<file path="src/rtl/wb_port_arbiter_pkg.sv">
// Shared definitions for the register-file write-port arbiter: bus widths,
// rf_bus field offsets and the long-latency FIFO entry layout.
package wb_port_arbiter_pkg;

   localparam int RF_BUS_WD    = 41;
   localparam int LU_ENTRY_WD  = 69;

   // rf_bus = {rf_we[3:0], rf_waddr[4:0], rf_wdata[31:0]}
   localparam int RF_WDATA_LSB = 0;
   localparam int RF_WDATA_MSB = 31;
   localparam int RF_WADDR_LSB = 32;
   localparam int RF_WADDR_MSB = 36;
   localparam int RF_WE_LSB    = 37;
   localparam int RF_WE_MSB    = 40;

   typedef struct packed {
      logic [4:0]  dest;
      logic [31:0] wdata;
      logic [31:0] pc;
   } lu_entry_t;

   function automatic logic [RF_BUS_WD-1:0] pack_rf_bus(input logic [3:0]  we,
                                                        input logic [4:0]  waddr,
                                                        input logic [31:0] wdata);
      return {we, waddr, wdata};
   endfunction

endpackage

</file>
<file path="src/rtl/wb_port_arbiter_fifo.sv">
// Synchronous FIFO holding long-latency results until they win the write port.
// Exposes every slot's destination plus a per-slot valid mask so the hazard
// compare can look at all buffered entries at once.
module lu_result_fifo
   import wb_port_arbiter_pkg::*;
#(
   parameter int DEPTH = 2
)
(
   input  logic                 clk,
   input  logic                 reset,
   input  logic                 push_i,
   input  lu_entry_t            push_entry_i,
   input  logic                 pop_i,
   output lu_entry_t            head_o,
   output logic                 full_o,
   output logic                 empty_o,
   output logic [DEPTH*5-1:0]   dest_flat_o,
   output logic [DEPTH-1:0]     slot_vld_o
);

   localparam int PW = $clog2(DEPTH);
   localparam int CW = PW + 1;

   lu_entry_t         mem_q [DEPTH];
   logic [PW-1:0]     wr_ptr_q, wr_ptr_d;
   logic [PW-1:0]     rd_ptr_q, rd_ptr_d;
   logic [CW-1:0]     count_q, count_d;
   logic [DEPTH-1:0]  vld_q, vld_d;

   assign full_o     = (count_q == CW'(DEPTH));
   assign empty_o    = (count_q == '0);
   assign head_o     = mem_q[rd_ptr_q];
   assign slot_vld_o = vld_q;

   for (genvar g = 0; g < DEPTH; g++) begin : g_dest
      assign dest_flat_o[g*5 +: 5] = mem_q[g].dest;
   end

   // Entry storage: data only, never reset (slot validity lives in vld_q).
   always_ff @(posedge clk) begin
      if (push_i) mem_q[wr_ptr_q] <= push_entry_i;
   end

   // Next-state for pointers, occupancy and slot valid bits; pointers wrap naturally.
   always_comb begin
      wr_ptr_d = wr_ptr_q;
      rd_ptr_d = rd_ptr_q;
      vld_d    = vld_q;
      count_d  = count_q + CW'(push_i) - CW'(pop_i);
      if (pop_i) begin
         rd_ptr_d        = rd_ptr_q + PW'(1);
         vld_d[rd_ptr_q] = 1'b0;
      end
      if (push_i) begin
         wr_ptr_d        = wr_ptr_q + PW'(1);
         vld_d[wr_ptr_q] = 1'b1;
      end
   end

   // Control state register with synchronous reset.
   always_ff @(posedge clk) begin
      if (reset) begin
         wr_ptr_q <= '0;
         rd_ptr_q <= '0;
         count_q  <= '0;
         vld_q    <= '0;
      end else begin
         wr_ptr_q <= wr_ptr_d;
         rd_ptr_q <= rd_ptr_d;
         count_q  <= count_d;
         vld_q    <= vld_d;
      end
   end

endmodule

</file>
<file path="src/rtl/wb_port_arbiter.sv">
// Register-file write-port arbiter between the in-order WB stage and the
// long-latency unit. WB normally wins; buffered LU results take the port when
// WB is not writing, when the buffer is full, or after being starved too long.
module wb_port_arbiter
   import wb_port_arbiter_pkg::*;
#(
   parameter int LU_DEPTH     = 2,
   parameter int STARVE_LIMIT = 4
)
(
   input  logic                 clk,
   input  logic                 reset,
   input  logic                 wb_valid,
   input  logic [3:0]           wb_rf_wen,
   input  logic [4:0]           wb_dest,
   input  logic [31:0]          wb_wdata,
   input  logic [31:0]          wb_pc,
   output logic                 ws_stall,
   input  logic                 lu_valid,
   output logic                 lu_ready,
   input  logic [4:0]           lu_dest,
   input  logic [31:0]          lu_wdata,
   input  logic [31:0]          lu_pc,
   output logic [RF_BUS_WD-1:0] rf_bus,
   input  logic [4:0]           hz_rs,
   input  logic [4:0]           hz_rt,
   output logic                 hz_rs_busy,
   output logic                 hz_rt_busy,
   output logic [31:0]          debug_wb_pc,
   output logic [3:0]           debug_wb_rf_wen,
   output logic [4:0]           debug_wb_rf_wnum,
   output logic [31:0]          debug_wb_rf_wdata
);

   localparam int AW = $clog2(STARVE_LIMIT + 1);

   logic                  wb_req, grant_lu, push, starved;
   logic                  fifo_full, fifo_empty;
   lu_entry_t             head, push_entry;
   logic [LU_DEPTH*5-1:0] dest_flat;
   logic [LU_DEPTH-1:0]   slot_vld;
   logic [AW-1:0]         age_q, age_d;
   logic [3:0]            rf_we;
   logic [4:0]            rf_waddr;
   logic [31:0]           rf_wdata;

   // Stores/branches reach WB with no byte enables and never contend.
   assign wb_req     = wb_valid && (wb_rf_wen != 4'h0);
   assign starved    = (age_q == AW'(STARVE_LIMIT));
   assign grant_lu   = !reset && !fifo_empty && (!wb_req || fifo_full || starved);
   assign ws_stall   = wb_req && grant_lu;
   // No pop bypass: a full buffer refuses even while it drains this cycle.
   assign lu_ready   = !reset && !fifo_full;
   // dest 0 results are acknowledged but there is nothing to write back.
   assign push       = lu_valid && lu_ready && (lu_dest != 5'd0);
   assign push_entry = '{dest: lu_dest, wdata: lu_wdata, pc: lu_pc};

   lu_result_fifo #(.DEPTH(LU_DEPTH)) u_fifo (
      .clk          (clk),
      .reset        (reset),
      .push_i       (push),
      .push_entry_i (push_entry),
      .pop_i        (grant_lu),
      .head_o       (head),
      .full_o       (fifo_full),
      .empty_o      (fifo_empty),
      .dest_flat_o  (dest_flat),
      .slot_vld_o   (slot_vld)
   );

   // Age of the oldest waiting entry: cleared when nothing waits or it is granted.
   always_comb begin
      age_d = age_q;
      if (fifo_empty || grant_lu) age_d = '0;
      else if (!starved)          age_d = age_q + AW'(1);
   end

   // Age register with synchronous reset.
   always_ff @(posedge clk) begin
      if (reset) age_q <= '0;
      else       age_q <= age_d;
   end

   // Write-port mux; with no writer the address/data/pc simply follow WB.
   always_comb begin
      rf_we       = 4'h0;
      rf_waddr    = wb_dest;
      rf_wdata    = wb_wdata;
      debug_wb_pc = wb_pc;
      if (grant_lu) begin
         rf_we       = 4'hF;
         rf_waddr    = head.dest;
         rf_wdata    = head.wdata;
         debug_wb_pc = head.pc;
      end else if (wb_req && !reset) begin
         rf_we = wb_rf_wen;
      end
   end

   assign rf_bus            = pack_rf_bus(rf_we, rf_waddr, rf_wdata);
   assign debug_wb_rf_wen   = rf_bus[RF_WE_MSB:RF_WE_LSB];
   assign debug_wb_rf_wnum  = rf_bus[RF_WADDR_MSB:RF_WADDR_LSB];
   assign debug_wb_rf_wdata = rf_bus[RF_WDATA_MSB:RF_WDATA_LSB];

   // RAW lookup against buffered entries only; an entry popping this cycle still counts.
   always_comb begin
      hz_rs_busy = 1'b0;
      hz_rt_busy = 1'b0;
      for (int i = 0; i < LU_DEPTH; i++) begin
         if (slot_vld[i] && dest_flat[i*5 +: 5] == hz_rs) hz_rs_busy = 1'b1;
         if (slot_vld[i] && dest_flat[i*5 +: 5] == hz_rt) hz_rt_busy = 1'b1;
      end
      if (reset || hz_rs == 5'd0) hz_rs_busy = 1'b0;
      if (reset || hz_rt == 5'd0) hz_rt_busy = 1'b0;
   end

endmodule

</file>
<file path="config.mk">
export PLATFORM = sky130hd
export DESIGN_NAME = wb_port_arbiter
export DESIGN_NICKNAME = d
export VERILOG_FILES = /design/src/rtl/wb_port_arbiter_pkg.sv /design/src/rtl/wb_port_arbiter_fifo.sv /design/src/rtl/wb_port_arbiter.sv
export SDC_FILE = /design/constraint.sdc
export NUM_CORES = 1
export LEC_CHECK = 0
export ABC_CLOCK_PERIOD_IN_PS = 12000
export BUFFER_PORTS_ARGS = -buffer_cell sky130_fd_sc_hd__buf_2
export CAP_MARGIN = 20
export CORE_MARGIN = 2
export CORE_UTILIZATION = 37
export CTS_CLUSTER_DIAMETER = 150
export DETAILED_ROUTE_END_ITERATION = 12
export GPL_TIMING_DRIVEN = 0
export HOLD_SLACK_MARGIN = 0.1
export PLACE_DENSITY = 0.66
export SYNTH_ARGS = -nofsm -noshare
export SYNTH_HDL_FRONTEND = slang
export SYNTH_HIERARCHICAL = 1
export SYNTH_SLANG_ARGS = --single-unit
</file>
<file path="constraint.sdc">
create_clock -name clk -period 12 [get_ports clk]
set_input_delay 2.4 -clock clk [delete_from_list [all_inputs] [get_ports clk]]
set_output_delay 2.4 -clock clk [all_outputs]
set_load 0.005 [all_outputs]
</file>
Word-level counts from Yosys, hierarchy flattened
Memories as Yosys holds them, arrays and structs flattened. A register that Yosys moved wholly into a read port is not among the register bits.
Index checks and enable logic that the tools add are counted.

word-level totals
  bits in registers = 9
  bits in latches = 0
  bits in writable memories = 138
  ROM bits = 0
  output and inout bits = 118
  memories kept = 1

operators by class
  add/subtract/negate cells = 5
  multipliers = 0
  div/mod/pow operators = 0
  order comparisons = 4
  equal/unequal tests = 6
  shift operators = 0
  muxes and demuxes = 21
  bitwise gates (word level) = 3
  reductions and logical operators = 29

memory list
  name          depth  width  rd ports  clocked after memory_dff  wr ports  RTL line                    text
  u_fifo.mem_q  2      69     3         1                         1         wb_port_arbiter_fifo.sv:25  lu_entry_t mem_q [DEPTH];

operators by type and width
  kind                 number
  $mux 32              2
  $eq 5x5->1           4
  $logic_and 1x1->1    14
  $mux 1               12
  $logic_not 5->1      2
  $mux 4               2
  $logic_or 1x1->1     5
  $mux 5               1
  $reduce_bool 5->1    1
  $logic_not 1->1      4
  $lt 1x2->1 const B   2
  $mux 2               2
  $reduce_bool 4->1    1
  $add 3x1->3 const B  1
  $eq 3x3->1 const B   1
  $add 1x1->1 const B  2
  $add 2x1->2          1
  $and 2x2->2          1
  $demux 1 s1          2
  $eq 2x2->1 const B   1
  $ge 1x1->1 const B   2
  $logic_not 2->1      1
  $not 2->2            1
  $or 2x2->2           1
  other kinds (2)      2

Logic depth before layout (Yosys ltp)
Gate-level depths: netlist (run 1).

  word-level depth = 9
  gate-level depth with buffers = 14

Cells and area by module
Netlist (run 1), hierarchy kept.

by module, submodules not included
  module           instances  cells each  area an instance (um2)
  lu_result_fifo   1          255         5,375.2
  wb_port_arbiter  1          187         1,815.5

Worst setup path after synthesis (run 1)
No wires, ideal clock.

  path kind = input to register
  start point = input reset
  end point = memory u_fifo/mem_q[0][0] (netlist name) (enable)
  data arrival time = 5,901 ps
  required time = 11,494 ps
  slack = 5,593 ps
  stages on the path = 3
  path buffers = 0
  cells stage by stage = nor2_1 -> o311a_1 -> nor2b_1

between the ends
  longest elaborated chain between the ends = 6

RTL lines
  what                             RTL line                    text
  from (decl)                      wb_port_arbiter.sv:12       input logic reset,
  $logic_not 1->1                  wb_port_arbiter.sv:53       assign lu_ready = !reset && !fifo_full;
  $logic_and 1x1->1                wb_port_arbiter.sv:53
  $logic_and 1x1->1 (2 in series)  wb_port_arbiter.sv:55       assign push = lu_valid && lu_ready && (lu_dest != 5'd0);
  via push                         wb_port_arbiter.sv:37       logic wb_req, grant_lu, push, starved;
  $mux 1                           wb_port_arbiter_fifo.sv:42  if (push_i) mem_q[wr_ptr_q] <= push_entry_i;
  $mux 1 (implied by the code)     wb_port_arbiter_fifo.sv:42
  to (decl)                        wb_port_arbiter_fifo.sv:25

The timed path passes the listed nets, and every way through them passes these cells.

Worst setup path in the final report (run 1)
  start point = input wb_rf_wen[0]
  end point = output rf_bus[21]

between the ends
  longest elaborated chain between the ends = 7

RTL lines
  what                            RTL line               text
  from (decl)                     wb_port_arbiter.sv:14  input logic [3:0] wb_rf_wen,
  $reduce_bool 4->1               wb_port_arbiter.sv:48  assign wb_req = wb_valid && (wb_rf_wen != 4'h0);
  $logic_and 1x1->1               wb_port_arbiter.sv:48
  $logic_not 1->1                 wb_port_arbiter.sv:50  assign grant_lu = !reset && !fifo_empty && (!wb_req || fifo_full || starved);
  $logic_or 1x1->1 (2 in series)  wb_port_arbiter.sv:50
  $logic_and 1x1->1               wb_port_arbiter.sv:50
  $mux 32                         wb_port_arbiter.sv:90  if (grant_lu) begin
  to (decl)                       wb_port_arbiter.sv:24  output logic [RF_BUS_WD-1:0] rf_bus,

Every way passes these cells.

==> results of run 1 <==
## cell families (layout without fill, tap and decap cells)
group	Yosys count	in the layout	synth area share
AO/OA/AOI/OAI	10	10	0.0106
flip-flops	148	148	0.604
AND/OR/NAND/NOR	47	47	0.0306
multiplexers	138	138	0.244
adder cells (fa/ha/maj)	4	4	0.00696
XOR/XNOR	23	23	0.0280
buffers and inverters	72	380	0.0753
## through the flow
step	total power (W)	area (µm²)	util
after global routing	0.00167	9580	0.507
after floorplan	0.000903	7190	-
final	0.00159	9580	0.507
after detailed placement	0.00105	8950	0.474
after global placement	0.00104	8880	0.470
after CTS	0.00162	9580	0.507
## area by class of cell
cell class,instances,area [µm²]
sequential,148,4340
tap,260,325
fill,1670,9310
timing repair buffer,276,1430
clock buffer,17,425
buffer,67,523
multi-input combinational,222,2310
clock inverter,15,201
inverter,5,18.8
## sequential cells by signal, summed over array words and instances, names as in the netlist, named ones only
signal and cells:
age_q 3, u_fifo/count_q 2, u_fifo/mem_q 138, u_fifo/rd_ptr_q 1, u_fifo/slot_vld_o 2, u_fifo/wr_ptr_q 1
## synth_stat cells
cell / instances
xor2_1: 17
nor2_1: 14
nand2_1: 12
a221oi_1: 2
inv_1: 5
mux2_4: 54
nor3_1: 4
o41ai_1: 1
o41a_1: 1
or3_1: 1
ha_1: 4
and2_1: 1
xnor2_1: 6
o311a_1: 1
buf_2: 7
nand2b_1: 2
buf_6: 8
nor2b_1: 3
buf_4: 51
dfxtp_1: 10
mux2_2: 84
nand3_1: 5
nor4_1: 4
a21oi_1: 4
buf_8: 1
edfxtp_1: 138
o21ai_2: 1
and4_1: 1
## layout by cell type, fill, tap and decap left out, types with 2 or more instances in the layout
cell type	instances
buf_2	280
edfxtp_1	138
mux2_2	84
mux2_4	54
buf_4	51
xor2_1	17
clkbuf_16	17
nor2_1	14
nand2_1	12
dfxtp_1	10
buf_6	8
xnor2_1	6
inv_1	5
nand3_1	5
nor3_1	4
nor4_1	4
ha_1	4
bufinv_16	4
clkinvlp_4	4
inv_6	4
a21oi_1	4
buf_12	3
a221oi_1	2
clkinv_1	2
nor2b_1	2
nand2b_1	2
## path summary, 6_finish.rpt
kind	startpoint	to	cells past startpoint
setup reg to reg	age_q[0]$_SDFFE_PP0N_	u_fifo/count_q[1]$_SDFF_PP0_	14
hold reg to reg	age_q[0]$_SDFFE_PP0N_	age_q[0]$_SDFFE_PP0N_	1
setup / recovery	wb_rf_wen[0]	rf_bus[21]	9
hold / removal	age_q[0]$_SDFFE_PP0N_	age_q[0]$_SDFFE_PP0N_	1
## power groups by stage
stage               clock network [W]  registers [W]  logic [W]
floorplan                           0       0.000631   0.000272
global placement                    0       0.000635   0.000408
detailed placement                  0       0.000632   0.000422
CTS                          0.000571       0.000621   0.000424
global route                 0.000594       0.000624   0.000452
finish                       0.000556       0.000621   0.000416
## worst reg2reg max path, cell delays in order, from the launching register on
cell     delay, ps
dfxtp_1        360
inv_1           60
ha_1           200
nand2_1        100
nand2_1         70
o21ai_2        180
buf_6          230
buf_6          180
inv_1           90
ha_1           300
inv_1           60
ha_1           160
xor2_1         190
xnor2_1        140
nor2_1          50
## metal layers
layer  track usage  share of wire  vias up  routed length [µm]
met3        0.0516          0.077       24                1240
met1         0.161           0.38     2180                6080
met4        0.0531          0.019        0                 307
li1              -              -     2195                   -
met2         0.281           0.53      195                8490
met5             0              0        -                   0
==> results by group, run 1 <==
Critical path
  – Slowest cell on crit path: o41a_1
  – CP max FO: 10
  – Worst path bufs/invs: 5
  – Worst EP arrival: 4090 ps
  – CP max stage delay: 450 ps
  – CP delay by family, top: buffers and inverters
  – CP required: 9600 ps
  – Crit path cell chain: buf_2 > o41a_1 > nand2_1 > o21ai_2 > buf_6 > buf_6 > mux2_4 > buf_4 > buf_2
  – Critical path class: in2out
  – Setup crit start kind: input pin
  – Reg2Reg Setup Slack: 9540 ps
  – Critical path endpoint category: primary output

Power
  – Sequential share of power: 0.390
  – Pwr/cell area: 166 nW/µm²
  – Psw: 0.000397 W
  – Logic pwr share: 0.261
  – Maximum VDD drop: 102 µV
  – Clock power share: 0.349
  – Switching portion of total power: 0.249
  – Int Power: 0.00120 W
  – Static leakage: 4.14 nW

STA
  – Max Slew Vio Count: 0
  – Skew final: 9.06 ps
  – Actual slew at the worst max-slew pin: 539 ps
  – Fmax: 0.154 GHz
  – Slew headroom: 0.641
  – Final setup fails: 0
  – Final setup margin: 5510 ps
  – Setup TNS: 0 ps
  – Hold Fails Final Rpt: 0
  – Final min period: 6490 ps
  – Fin crit share: 0.541
  – Worst hold slack: 458 ps
  – RSZ-0062 raised after global routing: false

Clocking
  – Cts bufs inserted: 17
  – Cts hold-fix bufs: 0
  – H-tree levels: 4
  – Worst-skew pair later-pin latency: 410 ps
  – Gates resized, CTS repair: 0
  – CTS Sinks: 148
  – Setup Fix Bufs, Post-CTS: 0
  – Clock root cell: clkbuf_16
  – CTS tree: yes
  – Max Root-Sink Buffers: 2
  – Clk slew on worst S/H paths: 60 ps

Drt
  – Drt wl/cell: 16.0 µm
  – Vias: 4594
  – Routed vias/inst: 4.55
  – Drt first pass iters: 5
  – DR DRC count: 0
  – Total wire length: 16.1 mm
  – DRT iter0 DRCs: 150
  – Number of routed nets with antenna violations: 0

Logic synthesis
  – Synthesized area per cell: 16.3 µm²
  – Unique masters post-synth: 28
  – Share of the synthesized area in the top cell type: 0.576
  – Post-synthesis net count: 602
  – Synth top area cells: edfxtp_1, mux2_2, mux2_4, buf_4, dfxtp_1
  – Syn. warnings: 6
  – Flops & latches, synth: 148
  – Synth area leader: edfxtp_1
  – Mapped Cells: 442
  – Register area share after synthesis: 0.604
  – Mapped cell area: 7190 µm²

Floorplanning
  – Starting Density: 0.381
  – Height of the die: 143 µm
  – Die area: 20600 µm²
  – Core footprint: 18900 µm²
  – Num rows: 50
  – Chip width: 143 µm
  – # IOs: 274

Final layout
  – Area grow syn2layout: 33.2%
  – NumNets Final: 897
  – Proportion of layout cells with a drive suffix above 1: 0.685
  – Fin cells: 1010
  – Ant diodes: 0

Placement
  – HPWL Detailed: 12.2 mm
  – Placed Instances: 978
  – Placer Congestion: 0.899
  – Setup WS pre-CTS: 5480 ps
  – Port Buf Inserts: 273

Min path
  – HP Class: reg2reg

Global route
  – Grt total ovfl: 0
  – Largest net degree at the start of global routing: 37
  – Initial antenna violation count: 0
  – Gr usage total: 0.152
  – Global-route wire length before repair: 23.7 mm
  – Vias in the first global route: 4770

Run status
  – Status: completed

Run
  – Maxcap violations: 0
No activity file was read; power rests on OpenSTA's default activity.
==> run 2: changes to the inputs <==
--- a/config.mk
+++ b/config.mk
@@ -5,7 +5,8 @@
 export SDC_FILE = /design/constraint.sdc
 export NUM_CORES = 1
 export LEC_CHECK = 0
-export ABC_CLOCK_PERIOD_IN_PS = 12000
+export ABC_AREA = 1
+export ABC_CLOCK_PERIOD_IN_PS = 5300
 export BUFFER_PORTS_ARGS = -buffer_cell sky130_fd_sc_hd__buf_2
 export CAP_MARGIN = 20
 export CORE_MARGIN = 2
@@ -14,7 +15,7 @@
 export DETAILED_ROUTE_END_ITERATION = 12
 export GPL_TIMING_DRIVEN = 0
 export HOLD_SLACK_MARGIN = 0.1
-export PLACE_DENSITY = 0.66
+export PLACE_DENSITY = 0.68
 export SYNTH_ARGS = -nofsm -noshare
 export SYNTH_HDL_FRONTEND = slang
 export SYNTH_HIERARCHICAL = 1
==> constraint.sdc (replaced) <==
create_clock -name clk -period 5.3 [get_ports clk]
set_input_delay 1.06 -clock clk [delete_from_list [all_inputs] [get_ports clk]]
set_output_delay 1.06 -clock clk [all_outputs]
set_load 0.005 [all_outputs]
==> run 2 against run 1 <==
Net effect:
- flip-flop and latch count did not move
- clock power rose by 130%
- sequential share of layout area fell by 0.31 points
- non-clock buffer count rose by 6
- count of clock-buffer cells in the layout rose by 2
- critical path type unchanged
==> results by group, run 2 <==
Run status
  – Status: completed

Drt
  – Vias: 5478
  – DRT iter0 DRCs: 203
  – Total wire length: 17.4 mm
  – Routed vias/inst: 4.41
  – Drt first pass iters: 4
  – Number of routed nets with antenna violations: 0
  – DR DRC count: 0
  – Drt wl/cell: 14.0 µm

Final layout
  – NumNets Final: 1123
  – Max reg flops: 138
  – Most flop-heavy register: u_fifo/mem_q
  – Proportion of layout cells with a drive suffix above 1: 0.467
  – Most frequent cells in the layout: nand2_1, buf_2, edfxtp_1, mux2_2, buf_4
  – Largest regs: u_fifo/mem_q x138, age_q x3
  – Area grow syn2layout: 32.8%
  – Fin util: 0.499
  – Filler Cell Count: 1804
  – Commonest non-fill, non-tap cell in the layout: nand2_1

Global route
  – Grt met2 use: 0.295
  – Met3 Usage GRT: 0.0377
  – Global-route wire length before repair: 25.9 mm
  – Largest net degree at the start of global routing: 51
  – Initial antenna violation count: 1
  – Busiest grt layer: met2
  – Met1 global-route usage: 0.196
  – Gr usage total: 0.167
  – Vias in the first global route: 5233
  – Grt total ovfl: 0

Power
  – Switching portion of total power: 0.252
  – Maximum VDD drop: 204 µV
  – Logic pwr share: 0.216
  – Psw: 0.000849 W
  – Pwr/cell area: 349 nW/µm²
  – Sequential share of power: 0.406
  – Int Power: 0.00252 W
  – Clock power share: 0.378
  – Static leakage: 4.49 nW
  – Power Total: 0.00337 W

Critical path
  – CP max FO: 10
  – R2R depth: 16
  – Reg-to-Reg Start: age_q[0]$_SDFFE_PP0N_
  – Critical path endpoint category: primary output
  – Setup crit start kind: input pin
  – CP required: 4240 ps
  – Slowest cell on crit path: buf_4
  – FF-to-FF End: u_fifo/count_q[1]$_SDFF_PP0_
  – CP max stage delay: 240 ps
  – Reg2Reg Setup Slack: 3030 ps
  – Critical path class: in2out
  – Worst EP arrival: 2430 ps
  – CP dominant cell by count: nand2_1
  – Crit path cell chain: buf_2 > nor2_1 > nand2_1 > nand3_1 > nand2_2 > inv_2 > buf_4 > nand2_1 > nand2_1 > buf_4 > buf_2

STA
  – Final setup fails: 0
  – Max Slew Vio Count: 0
  – Setup TNS: 0 ps
  – Fin crit share: 0.658
  – Slew headroom: 0.667
  – Fmax: 0.287 GHz
  – RSZ-0062 raised after global routing: false
  – Final min period: 3490 ps
  – Hold Fails Final Rpt: 0
  – Worst hold slack: 449 ps
  – Skew final: 9.47 ps
  – Actual slew at the worst max-slew pin: 499 ps

Logic synthesis
  – Share of the synthesized area in the top cell type: 0.571
  – Mapped cell area: 7260 µm²
  – Most frequent cell after synthesis: nand2_1
  – Top cell types by occurrence after synthesis: nand2_1, edfxtp_1, mux2_2
  – EDFF count, synth: 138
  – Flops & latches, synth: 148
  – Synth area leader: edfxtp_1
  – Unique masters post-synth: 23
  – Synth Flop Type: edfxtp_1
  – Synthesized area per cell: 10.9 µm²
  – Post-synthesis net count: 829
  – Mapped Cells: 669
  – Syn. warnings: 6
  – Register area share after synthesis: 0.598
  – Synth top area cells: edfxtp_1, nand2_1, mux2_2, buf_4, dfxtp_1
  – Post-synth ARST share: 0

Clocking
  – Clk slew on worst S/H paths: 60 ps
  – Worst-skew pair later-pin latency: 410 ps
  – Max Root-Sink Buffers: 2
  – Gates resized, CTS repair: 0
  – Cts bufs inserted: 17
  – Clock root cell: clkbuf_16
  – CTS Sinks: 148
  – Setup Fix Bufs, Post-CTS: 0
  – Cts hold-fix bufs: 0
  – H-tree levels: 4
  – CTS tree: yes

Min path
  – HP Class: reg2reg
  – Hold depth: 1
  – Hold Crit Endpoint: age_q[0]$_SDFFE_PP0N_
  – Hold path startpoint: age_q[0]$_SDFFE_PP0N_

Floorplanning
  – Height of the die: 144 µm
  – Num rows: 51
  – # IOs: 274
  – Starting Density: 0.376
  – Core footprint: 19300 µm²
  – Die area: 20800 µm²
  – Chip width: 144 µm

Run
  – Maxcap violations: 0

Placement
  – HPWL Detailed: 12.9 mm
  – Placer Congestion: 0.846
  – Port Buf Inserts: 273
run 2: cell count changes in the layout (fill, tap and decap cells not counted), sizes merged, moves of 4 or more:
cell,previous run,this run
o21ai,1,5
mux2,138,69
nand2,12,281
buf,343,349
nor2,14,32
xor2,17,0
xnor2,6,1
nor4,4,0
inv,9,39
run 2: metrics by stage:
step / std cells / cell area (µm²) / setup slack (ps)
5_1_grt: 1241 / 9640 / 1660
2_1_floorplan: 669 / 7260 / 1830
3_3_place_gp: 1207 / 8960 / 719
3_5_place_dp: 1209 / 9010 / 1790
4_1_cts: 1241 / 9640 / 1790
6_report: 1242 / 9640 / 1810
run 2: how the worst max path moves through the flow:
stage | startpoint | endpoint | slack (ps) | depth (start not counted)
global placement | reset | u_fifo/mem_q[0][39]$_DFFE_PP_ | 720 | 7
floorplan | reset | u_fifo/mem_q[0][0]$_DFFE_PP_ | 1830 | 6
detailed placement | wb_rf_wen[2] | rf_bus[1] | 1790 | 11
CTS | wb_rf_wen[2] | rf_bus[1] | 1790 | 11
finish | wb_rf_wen[0] | rf_bus[1] | 1810 | 11
global route | wb_rf_wen[0] | rf_bus[31] | 1660 | 11
run 2: final cells by class:
cell class / count / area, µm² / share of cell area
sequential: 148 / 4340 / 0.450
clock buffer: 19 / 433 / 0.0449
inverter: 34 / 133 / 0.0138
multi-input combinational: 413 / 2190 / 0.227
clock inverter: 13 / 195 / 0.0202
antenna: 1 / 2.50 / 0.000259
timing repair buffer: 275 / 1410 / 0.147
buffer: 74 / 601 / 0.0623
tap: 265 / 332 / 0.0344
run 2: cell families (layout without fill, tap and decap cells):
| family | after synthesis | count (layout) | share of synthesized area |
|---|---|---|---|
| XOR/XNOR | 1 | 1 | 0.00121 |
| other | 0 | 1 | 0 |
| AO/OA/AOI/OAI | 12 | 12 | 0.00827 |
| flip-flops | 148 | 148 | 0.598 |
| multiplexers | 69 | 69 | 0.112 |
| adder cells (fa/ha/maj) | 4 | 4 | 0.00689 |
| buffers and inverters | 108 | 415 | 0.100 |
| AND/OR/NAND/NOR | 327 | 327 | 0.173 |
run 2: power groups by stage:
stage | logic, W | registers [W] | clock network [W]
2_1_floorplan | 0.000440 | 0.00139 | 0
3_3_place_gp | 0.000724 | 0.00139 | 0
3_5_place_dp | 0.000739 | 0.00139 | 0
4_1_cts | 0.000742 | 0.00137 | 0.00131
5_1_grt | 0.000822 | 0.00137 | 0.00135
6_report | 0.000727 | 0.00136 | 0.00127
run 2: critical path: cells and delay by family:
| kind | cells | cell delay, ps |
|---|---|---|
| and+or+nand+nor | 6 | 580 |
| buffers and inverters | 5 | 800 |
run 2: routing by layer:
metal  vias to the layer above  share of wire
li1                       2757              -
met2                       171           0.51
met5                         -              0
met3                        21          0.051
met1                      2529           0.42
met4                         0          0.018
